`src/rtl/decode_pkg.sv`:
```
// decode_pkg: shared decode types, opcode constants and immediate extractors
package decode_pkg;
  localparam int XLEN = 32;
  localparam logic [6:0] OPC_LOAD   = 7'h03;
  localparam logic [6:0] OPC_OP_IMM = 7'h13;
  localparam logic [6:0] OPC_AUIPC  = 7'h17;
  localparam logic [6:0] OPC_STORE  = 7'h23;
  localparam logic [6:0] OPC_OP     = 7'h33;
  localparam logic [6:0] OPC_LUI    = 7'h37;
  localparam logic [6:0] OPC_BRANCH = 7'h63;
  localparam logic [6:0] OPC_JALR   = 7'h67;
  localparam logic [6:0] OPC_JAL    = 7'h6f;
  localparam logic [6:0] OPC_SYSTEM = 7'h73;
  typedef enum logic [2:0] {UOP_ALU, UOP_LOAD, UOP_STORE, UOP_BRANCH, UOP_JUMP, UOP_CSR} uop_e;
  typedef struct packed {
    logic [XLEN-1:0] pc;
    logic [5:0]      rd;
    logic [5:0]      rs1;
    logic [5:0]      rs2;
    logic [2:0]      funct3;
    logic [6:0]      funct7;
    logic [XLEN-1:0] imm;
    uop_e            uop;
    logic [11:0]     csr_addr;
    logic            csr_imm_valid;
    logic            rd_we;
    logic            illegal;
  } decoded_t;
  function automatic logic [XLEN-1:0] imm_i_type(logic [31:0] i);
    return XLEN'($signed(i[31:20]));
  endfunction
  function automatic logic [XLEN-1:0] imm_s_type(logic [31:0] i);
    return XLEN'($signed({i[31:25], i[11:7]}));
  endfunction
  function automatic logic [XLEN-1:0] imm_b_type(logic [31:0] i);
    return XLEN'($signed({i[31], i[7], i[30:25], i[11:8], 1'b0}));
  endfunction
  function automatic logic [XLEN-1:0] imm_u_type(logic [31:0] i);
    return XLEN'($signed({i[31:12], 12'b0}));
  endfunction
  function automatic logic [XLEN-1:0] imm_j_type(logic [31:0] i);
    return XLEN'($signed({i[31], i[19:12], i[20], i[30:21], 1'b0}));
  endfunction
endpackage

```
`src/rtl/decode_lane.sv`:
```
// decode_lane: combinational single-lane RV instruction decoder
module decode_lane
  import decode_pkg::*;
(
  input  logic [31:0]     instr,
  input  logic [XLEN-1:0] pc,
  output decoded_t        dec
);
  logic [6:0] opc;
  logic [2:0] f3;
  assign opc = instr[6:0];
  assign f3  = instr[14:12];
  always_comb begin
    dec        = '0;
    dec.pc     = pc;
    dec.rd     = {1'b0, instr[11:7]};
    dec.rs1    = {1'b0, instr[19:15]};
    dec.rs2    = {1'b0, instr[24:20]};
    dec.funct3 = f3;
    dec.funct7 = instr[31:25];
    dec.uop    = UOP_ALU;
    case (opc)
      OPC_OP:            dec.illegal = !(instr[31:25] inside {7'h00, 7'h20});
      OPC_OP_IMM:        dec.imm = imm_i_type(instr);
      OPC_LUI, OPC_AUIPC: dec.imm = imm_u_type(instr);
      OPC_LOAD:   begin dec.uop = UOP_LOAD;   dec.imm = imm_i_type(instr); end
      OPC_STORE:  begin dec.uop = UOP_STORE;  dec.imm = imm_s_type(instr); end
      OPC_BRANCH: begin dec.uop = UOP_BRANCH; dec.imm = imm_b_type(instr); end
      OPC_JAL:    begin dec.uop = UOP_JUMP;   dec.imm = imm_j_type(instr); end
      OPC_JALR: begin
        dec.uop     = UOP_JUMP;
        dec.imm     = imm_i_type(instr);
        dec.illegal = f3 != 3'b000;
      end
      OPC_SYSTEM: begin
        dec.uop           = UOP_CSR;
        dec.csr_addr      = instr[31:20];
        dec.illegal       = f3 == 3'b100;
        dec.csr_imm_valid = f3[2];
        dec.imm           = f3[2] ? XLEN'(instr[19:15]) : '0;
        dec.rs1           = f3[2] ? '0 : dec.rs1;
      end
      // every known opcode ends in 2'b11, so compressed encodings land here too
      default: dec.illegal = 1'b1;
    endcase
    dec.rd_we = !dec.illegal && |dec.rd && !(opc inside {OPC_STORE, OPC_BRANCH});
  end
endmodule

```
`src/rtl/decode_bundle_queue.sv`:
```
// decode_bundle_queue: WIDTH-lane parallel decode with kill rules feeding a DEPTH-entry bundle FIFO
module decode_bundle_queue
  import decode_pkg::*;
#(
  parameter int WIDTH = 2,
  parameter int DEPTH = 4,
  parameter int XLEN  = 32
) (
  input  logic                         clk_i,
  input  logic                         rst_ni,
  input  logic                         flush_i,
  input  logic                         valid_i,
  output logic                         ready_o,
  input  logic [WIDTH-1:0]             lane_mask_i,
  input  logic [WIDTH*32-1:0]          instr_i,
  input  logic [XLEN-1:0]              pc_i,
  output logic                         valid_o,
  input  logic                         ready_i,
  output logic [WIDTH-1:0]             lane_valid_o,
  output decoded_t [WIDTH-1:0]         dec_o,
  output logic [$clog2(DEPTH+1)-1:0]   count_o
);
  localparam int AW = $clog2(DEPTH);
  localparam int CW = $clog2(DEPTH+1);
  if (XLEN != decode_pkg::XLEN) begin : g_xlen_chk
    $error("XLEN must equal decode_pkg::XLEN");
  end
  if (WIDTH < 1 || WIDTH > 4 || DEPTH < 2 || (DEPTH & (DEPTH - 1)) != 0) begin : g_size_chk
    $error("WIDTH must be 1..4 and DEPTH a power of two >= 2");
  end
  decoded_t [WIDTH-1:0] lane_dec;
  decoded_t [WIDTH-1:0] wr_dec;
  logic [WIDTH-1:0]     eff_mask;
  logic                 seen;
  decoded_t [WIDTH-1:0] mem_dec  [DEPTH];
  logic [WIDTH-1:0]     mem_mask [DEPTH];
  logic [AW-1:0]        wr_ptr, rd_ptr;
  logic [CW-1:0]        count;
  logic                 push, pop;
  for (genvar k = 0; k < WIDTH; k++) begin : g_lane
    decode_lane u_lane (
      .instr(instr_i[32*k +: 32]),
      .pc   (pc_i + XLEN'(4*k)),
      .dec  (lane_dec[k])
    );
  end
  // masked-off lanes neither report illegal nor kill; lanes after the first illegal one are killed
  always_comb begin
    seen     = 1'b0;
    eff_mask = '0;
    wr_dec   = lane_dec;
    for (int i = 0; i < WIDTH; i++) begin
      wr_dec[i].illegal = lane_dec[i].illegal & lane_mask_i[i];
      eff_mask[i]       = lane_mask_i[i] & !seen;
      seen              = seen | wr_dec[i].illegal;
    end
  end
  assign ready_o      = count != CW'(DEPTH);
  assign valid_o      = count != '0;
  assign push         = valid_i && ready_o && |eff_mask && !flush_i;
  assign pop          = valid_o && ready_i && !flush_i;
  assign count_o      = count;
  assign dec_o        = valid_o ? mem_dec[rd_ptr] : '0;
  assign lane_valid_o = valid_o ? mem_mask[rd_ptr] : '0;
  always_ff @(posedge clk_i or negedge rst_ni) begin
    if (!rst_ni) begin
      count  <= '0;
      wr_ptr <= '0;
      rd_ptr <= '0;
    end else if (flush_i) begin
      count  <= '0;
      wr_ptr <= '0;
      rd_ptr <= '0;
    end else begin
      count  <= count + CW'(push) - CW'(pop);
      wr_ptr <= wr_ptr + AW'(push);
      rd_ptr <= rd_ptr + AW'(pop);
    end
  end
  always_ff @(posedge clk_i) begin
    if (push) begin
      mem_dec[wr_ptr]  <= wr_dec;
      mem_mask[wr_ptr] <= eff_mask;
    end
  end
endmodule

```
`config.mk`:
```
export PLATFORM = sky130hd
export DESIGN_NAME = decode_bundle_queue
export DESIGN_NICKNAME = d
export VERILOG_FILES = /design/src/rtl/decode_pkg.sv /design/src/rtl/decode_lane.sv /design/src/rtl/decode_bundle_queue.sv
export SDC_FILE = /design/constraint.sdc
export NUM_CORES = 1
export LEC_CHECK = 0
export ABC_AREA = 1
export BUFFER_PORTS_ARGS = -buffer_cell sky130_fd_sc_hd__buf_4
export CORE_ASPECT_RATIO = 1.5
export CORE_MARGIN = 10
export CORE_UTILIZATION = 64
export CTS_CLUSTER_SIZE = 8
export DETAILED_ROUTE_END_ITERATION = 6
export PLACE_DENSITY = 0.85
export SYNTH_ARGS = -nofsm -noshare
export SYNTH_HDL_FRONTEND = slang
export SYNTH_SLANG_ARGS = --single-unit
```
`constraint.sdc`:
```
create_clock -name clk_i -period 32.2 [get_ports clk_i]
set_input_delay 1.61 -clock clk_i [delete_from_list [all_inputs] [get_ports clk_i]]
set_output_delay 1.61 -clock clk_i [all_outputs]
set_load 0.02 [all_outputs]
```
==> results.py, run 1 <==
metrics = {
    "clocking": {
        "post_cts_buffers": 0,
        "postCtsResizedCells": 0,
        "cts_tree": "built",
        "cts_made_buffers": 117,
        "cts_hold_buffers": 0,
        "root_buffer": "clkbuf_16",
        "clk_latency_ns": 0.68,
        "cts.clk_slew.worst_paths_ns": 0.05,
        "clock_path_buffers": 3,
        "clock-sinks": 863,
        "htree_levels": 3,
    },
    "power": {
        "p_leak_nw": 15.1,
        "switching_share_pct": 32.2,
        "clkPwrFrac_pct": 33.7,
        "seqPwrFrac_pct": 40.2,
        "max-vdd-ir-drop_v": 0.000101,
        "switchingPower_w": 0.00103,
        "internal_power_w": 0.00218,
        "combPwrFrac_pct": 26.1,
        "finalPower_w": 0.00322,
        "powerDensity_nw_per_um2": 77.3,
    },
    "synthesis": {
        "syn_avg_cell_area_um2": 11.8,
        "synth_cell_types": 47,
        "netlist_area_um2": 35900,
        "synth_edf_count": 856,
        "synthArstFlopShare_pct": 0.811,
        "synth_top_area_cell": "edfxtp_1",
        "netlist_top_cells_area": "edfxtp_1 72%, nor2_1 9.9%, o21ai_0 6.2%",
        "ys_dominant_reg_cell": "edfxtp_1",
        "syn_inst": 3043,
        "synth_top_cell_area_share_pct": 71.6,
        "synth_seq_cells": 863,
        "ys_seq_area_share_pct": 72.1,
        "yosysWarningCount": 0,
    },
    "placed_design": {
        "gp_congestion": 0.905,
        "dp_hpwl_mm": 57.9,
        "port_buffers": 323,
        "dpl_worst_slack_ns": 26.88,
    },
    "floorplanning": {
        "ios": 330,
        "die_h_um": 310,
        "die_w_um": 213,
        "rows": 106,
        "start_util_pct": 64.4,
        "die_area_um2": 66100,
        "core-area_um2": 55700,
    },
    "global_routing": {
        "grt_max_degree": 187,
        "antenna_found_initial": 1,
        "grt_use_met3_pct": 5.10,
        "grt_pass1_vias": 24934,
        "overflow": 0,
        "grt.busiest_layer": "met2",
        "grt.total_usage_pct": 29.0,
        "met2_usage_pct": 50.2,
        "use_met1_pct": 35.2,
        "grt_first_pass_wirelength_mm": 146,
    },
    "timing": {
        "finalHoldViolCount": 0,
        "setup_viol_count_final": 0,
        "skew_ns": 0.0290,
        "timing.fmax_ghz": 0.161,
        "setup_ws_ns": 25.98,
        "rsz0062_at_grt": "no",
        "period_share_pct": 19.3,
        "min_period_ns": 6.22,
        "relSlewSlack_pct": 16.3,
        "fin_setup_tns_ns": 0,
        "tightest_slew_ns": 1.26,
        "slew_violations": 0,
    },
    "run_status": {
        "status": "complete, but fails checks",
        "violations": "DRC",
    },
    "worst_setup_path": {
        "cp_slowest_stage_delay_ns": 1.02,
        "crit_family": "buffers and inverters",
        "cp-end-kind": "output port",
        "critPathBufInv": 3,
        "crit_fanout": 108,
        "cp_common_cell": "buf_4",
        "worstSetupPathType": "reg -> out",
        "cp_cell_sequence": "buf_4, buf_4, nor2_1, nor2_1, o21ai_0, a21oi_1, buf_4",
        "rrSetupSlack_ns": 29.09,
        "worstSetupStartpointType": "flip-flop",
        "cpMaxStageDelayCell": "dfrtp_4",
        "cp.required_ns": 30.59,
        "worstPathArrival_ns": 4.61,
    },
    "min_path": {
        "hold_class": "reg -> reg",
    },
    "final_layout": {
        "num-nets-final": 3444,
        "syn_to_final_growth_pct": 16.0,
        "seq_area_um2": 25900,
        "layout_commonest_cell": "nor2_1",
        "fillCellCount": 3364,
        "drive_gt1_share_pct": 15.9,
        "multi_input_area_um2": 8660,
        "layout_common_cells": "948 x nor2_1, 856 x edfxtp_1, 445 x o21ai_0",
    },
    "drt": {
        "wl_mm": 97.2,
        "routed-via-count": 25369,
        "final_antenna_net_count": 0,
        "route.detailed.drc": 2,
        "drt_iter0_markers": 2993,
        "vias_per_cell": 6.23,
        "first_pass_iters": 7,
        "wire_per_inst_um": 23.9,
    },
    "job": {
        "cap_violations": 0,
    },
}
-- synthesized netlist by cell type, types with 7 or more instances --
| master | n |
|---|---|
| xor2_1 | 15 |
| nor2_1 | 948 |
| inv_2 | 11 |
| nand2_1 | 103 |
| nor2_4 | 9 |
| dfrtp_1 | 7 |
| a21oi_1 | 219 |
| buf_4 | 20 |
| nor3_1 | 11 |
| buf_1 | 7 |
| nand4_1 | 16 |
| nand2_2 | 10 |
| clkbuf_1 | 32 |
| nand3_1 | 40 |
| buf_6 | 14 |
| o21ai_0 | 445 |
| clkbuf_2 | 20 |
| o211ai_1 | 16 |
| buf_2 | 91 |
| inv_1 | 88 |
| xnor2_1 | 11 |
| edfxtp_1 | 856 |
-- power by group through the flow --
stage	Clock (W)	Sequential, W	Combinational (W)
2_1_floorplan	0	0.00132	0.000492
3_3_place_gp	0	0.00131	0.000820
3_5_place_dp	0	0.00131	0.000832
4_1_cts	0.00109	0.00129	0.000841
5_1_grt	0.00114	0.00130	0.000895
6_report	0.00108	0.00129	0.000840
-- cell families after synthesis --
logic type                 share of synthesized area (%)
adders and majority gates                          0.230
other                                             0.0104
xor gates and xnor gates                           0.635
buffers and inverters                               3.88
and+or+nand+nor                                     13.2
AOI/OAI and AO/OA                                   9.90
DFF                                                 72.1
-- flip-flops by register name, summed over array words and instances, names as in the netlist --
name / count
mem_mask: 8
wr_ptr: 2
mem_dec: 848
rd_ptr: 2
count_o: 3
-- metrics by stage --
step           hold slack, ns  instances  util, %  instance area [µm²]
3_5_place_dp            0.619       3918     69.0                38500
6_report                0.625       4072     74.7                41600
5_1_grt                 0.677       4072     74.7                41600
4_1_cts                 0.636       4071     74.7                41600
2_1_floorplan           0.544       3048        -                35900
3_3_place_gp            0.592       3918     69.0                38500
-- worst paths after layout --
path,startpoint,to,depth (start not counted)
worst min register to register,wr_ptr[1]$_DFF_PN0_,wr_ptr[1]$_DFF_PN0_,2
worst min-delay path,wr_ptr[1]$_DFF_PN0_,wr_ptr[1]$_DFF_PN0_,2
worst max-delay path,rd_ptr[0]$_DFF_PN0_,dec_o[205],7
min in group asynchronous,rst_ni,count_o[1]$_DFF_PN0_,1
worst max register to register,count_o[0]$_DFF_PN0_,mem_dec[2][111]$_DFFE_PP_,6
max in group asynchronous,rst_ni,rd_ptr[0]$_DFF_PN0_,1
-- worst register-to-register path, cell delays in order, from the launching register on --
cell and delay (ns):
dfrtp_1 0.44, nor3_1 0.09, inv_1 0.09, nand2_1 0.19, nor3_2 0.21, buf_4 0.60, buf_4 0.96
-- metal layers --
layer  wire (µm)  vias up
li1            -    11206
met1       33600    12305
met2       50500     1636
met3        9410      222
met4        3650        0
met5           0        -
-- layout make-up --
type	count	area share, %
flip-flops and latches	863	62.2
repair buffers	352	6.35
inverters	101	0.947
diodes	1	0.00601
multi-input cells	1900	20.8
well taps	702	2.11
clock inverters	6	0.240
clock buffers	147	7.36
(Power assumes the default switching activity.)
==> inputs of run 2 (changes only) <==
- CORE_UTILIZATION: 64 -> 59
- PLACE_DENSITY: 0.85 -> 0.79
- clock period: 32.2 -> 6.4 ns (I/O delays scaled with it)
==> run 2 against run 1 <==
  * The run now ends clean
  * Via count down 0.61%
  * Highest routed layer unchanged
  * Count of clock-buffer cells in the layout down 16
  * Core utilization is 4.1 points lower
  * Clock skew fell by 0.0031 ns
  * Sequential power rose to 5.0 times the previous value
  * Sequential share of layout area down 1.3 points
==> results.py, run 2 (same netlist as run 1, synthesis figures left out) <==
metrics = {
    "final_layout": {
        "fin_cells": 4205,
        "num-nets-final": 3513,
        "layout_common_cells": "948 x nor2_1, 856 x edfxtp_1, 445 x o21ai_0",
        "largest_register_ffs": 848,
        "layout_commonest_cell": "nor2_1",
        "syn_to_final_growth_pct": 18.4,
        "drive_gt1_share_pct": 15.6,
        "largest-register": "mem_dec",
    },
    "global_routing": {
        "grt_pass1_vias": 24944,
        "antenna_found_initial": 1,
        "grt.total_usage_pct": 26.3,
        "grt_first_pass_wirelength_mm": 146,
        "overflow": 0,
        "grt_max_degree": 226,
    },
    "timing": {
        "tightest_slew_ns": 1.21,
        "rsz0062_at_grt": "no",
        "relSlewSlack_pct": 19.3,
        "fin_setup_tns_ns": 0,
        "slew_violations": 0,
        "finalHoldViolCount": 0,
        "period_share_pct": 67.9,
        "setup_viol_count_final": 0,
        "timing.fmax_ghz": 0.230,
        "skew_ns": 0.0260,
        "min_period_ns": 4.34,
    },
    "floorplanning": {
        "core-area_um2": 60100,
        "die_h_um": 322,
        "die_area_um2": 71300,
        "rows": 110,
        "ios": 330,
        "die_w_um": 221,
        "start_util_pct": 59.7,
    },
    "worst_setup_path": {
        "cp.required_ns": 6.08,
        "critPathBufInv": 3,
        "cp_slowest_stage_delay_ns": 0.93,
        "crit_fanout": 225,
        "cp_cell_sequence": "buf_12, buf_4, nor2_1, nor2_1, o21ai_0, a21oi_1, buf_4",
        "cp-end-kind": "output port",
        "crit_family": "buffers and inverters",
        "worstPathArrival_ns": 4.02,
        "worstSetupStartpointType": "flip-flop",
        "cpMaxStageDelayCell": "buf_4",
        "worstSetupPathType": "reg -> out",
    },
    "drt": {
        "wl_mm": 97.0,
        "vias_per_cell": 6.00,
        "drt_iter0_markers": 2917,
        "first_pass_iters": 6,
        "final_antenna_net_count": 0,
        "wire_per_inst_um": 23.1,
        "routed-via-count": 25215,
        "route.detailed.drc": 0,
    },
    "power": {
        "p_leak_nw": 15.4,
        "combPwrFrac_pct": 26.7,
        "powerDensity_nw_per_um2": 379,
        "internal_power_w": 0.0110,
        "switching_share_pct": 31.7,
        "max-vdd-ir-drop_v": 0.000373,
        "switchingPower_w": 0.00511,
        "seqPwrFrac_pct": 40.2,
        "clkPwrFrac_pct": 33.1,
    },
    "placed_design": {
        "gp_congestion": 0.918,
        "port_buffers": 323,
        "dp.cells": 3993,
        "dp_hpwl_mm": 56.2,
    },
    "clocking": {
        "htree_levels": 3,
        "cts_made_buffers": 117,
        "cts_tree": "built",
        "clock_path_buffers": 3,
        "root_buffer": "clkbuf_16",
        "clock-sinks": 863,
        "cts.clk_slew.worst_paths_ns": 0.05,
        "clk_latency_ns": 0.65,
        "postCtsResizedCells": 0,
    },
    "run_status": {
        "status": "completed",
    },
    "min_path": {
        "hold_class": "in -> reg",
    },
    "job": {
        "cap_violations": 0,
    },
}
## run 2: changes by cell type in the layout (fill, tap and decap cells not counted), moves of 2 or more
cell           change
dlygate4sd3_1     +76
clkbuf_1          -17
buf_4             -15
buf_12             +8
nor3_2             -4
nor3_4             +4
dfrtp_1            -2
dfrtp_2            +2
## run 2: area by class of cell
cell class	instances	area, µm²
antenna	1	2.50
clock buffer	131	3020
clock inverter	4	50.0
fill	3844	17700
inverter	101	394
multi-input combinational	1900	8700
sequential	863	25900
tap	784	981
timing repair buffer	421	3450
## run 2: final timing paths
path | end | start | slack [ns] | cells past startpoint
min | mem_dec[3][21]$_DFFE_PP_ | instr_i[18] | 0.09 | 3
min in group asynchronous | count_o[2]$_DFF_PN0_ | rst_ni | 0.66 | 3
min reg2reg | count_o[1]$_DFF_PN0_ | count_o[1]$_DFF_PN0_ | 0.66 | 2
max in group asynchronous | rd_ptr[1]$_DFF_PN0_ | rst_ni | 5.46 | 3
max reg2reg | count_o[2]$_DFF_PN0_ | count_o[1]$_DFF_PN0_ | 3.15 | 12
max | dec_o[151] | rd_ptr[0]$_DFF_PN0_ | 2.06 | 7
## run 2: metal layers
layer	up-vias	share of wire [%]	GRT usage, %
met1	12234	35	30.8
met3	204	8.8	5.22
met2	1446	52	46.6
met5	-	0	0
li1	11331	-	-
met4	0	3.5	10.6
## run 2: metrics by stage
step	utilization (%)	hold WS (ns)	total power (W)	instance area [µm²]	setup WS, ns
finish	70.6	0.0853	0.0161	42500	2.06
global route	70.6	0.0979	0.0167	42500	1.89
CTS	70.6	0.0455	0.0162	42500	2.06
detailed placement	64.3	0.143	0.0108	38700	2.78
global placement	64.3	0.138	0.0108	38700	2.72
floorplan	-	0.0244	0.00907	36000	0.0119
## run 2: power by group through the flow
stage | clock network [W] | logic (W) | registers, W
floorplan | 0 | 0.00248 | 0.00659
global placement | 0 | 0.00419 | 0.00657
detailed placement | 0 | 0.00426 | 0.00658
CTS | 0.00537 | 0.00433 | 0.00647
global route | 0.00562 | 0.00460 | 0.00648
finish | 0.00533 | 0.00431 | 0.00648
## run 2: repair_timing
action / 4_1_cts / 5_1_grt
setup buffers: 0 / 0
endpoints found under the hold margin: 306 / 0
hold buffers: 76 / 0
## run 2: worst min-delay path, cell delays in order
cell and delay (ns):
buf_4 0.09, nand2_1 0.05, o211ai_1 0.14
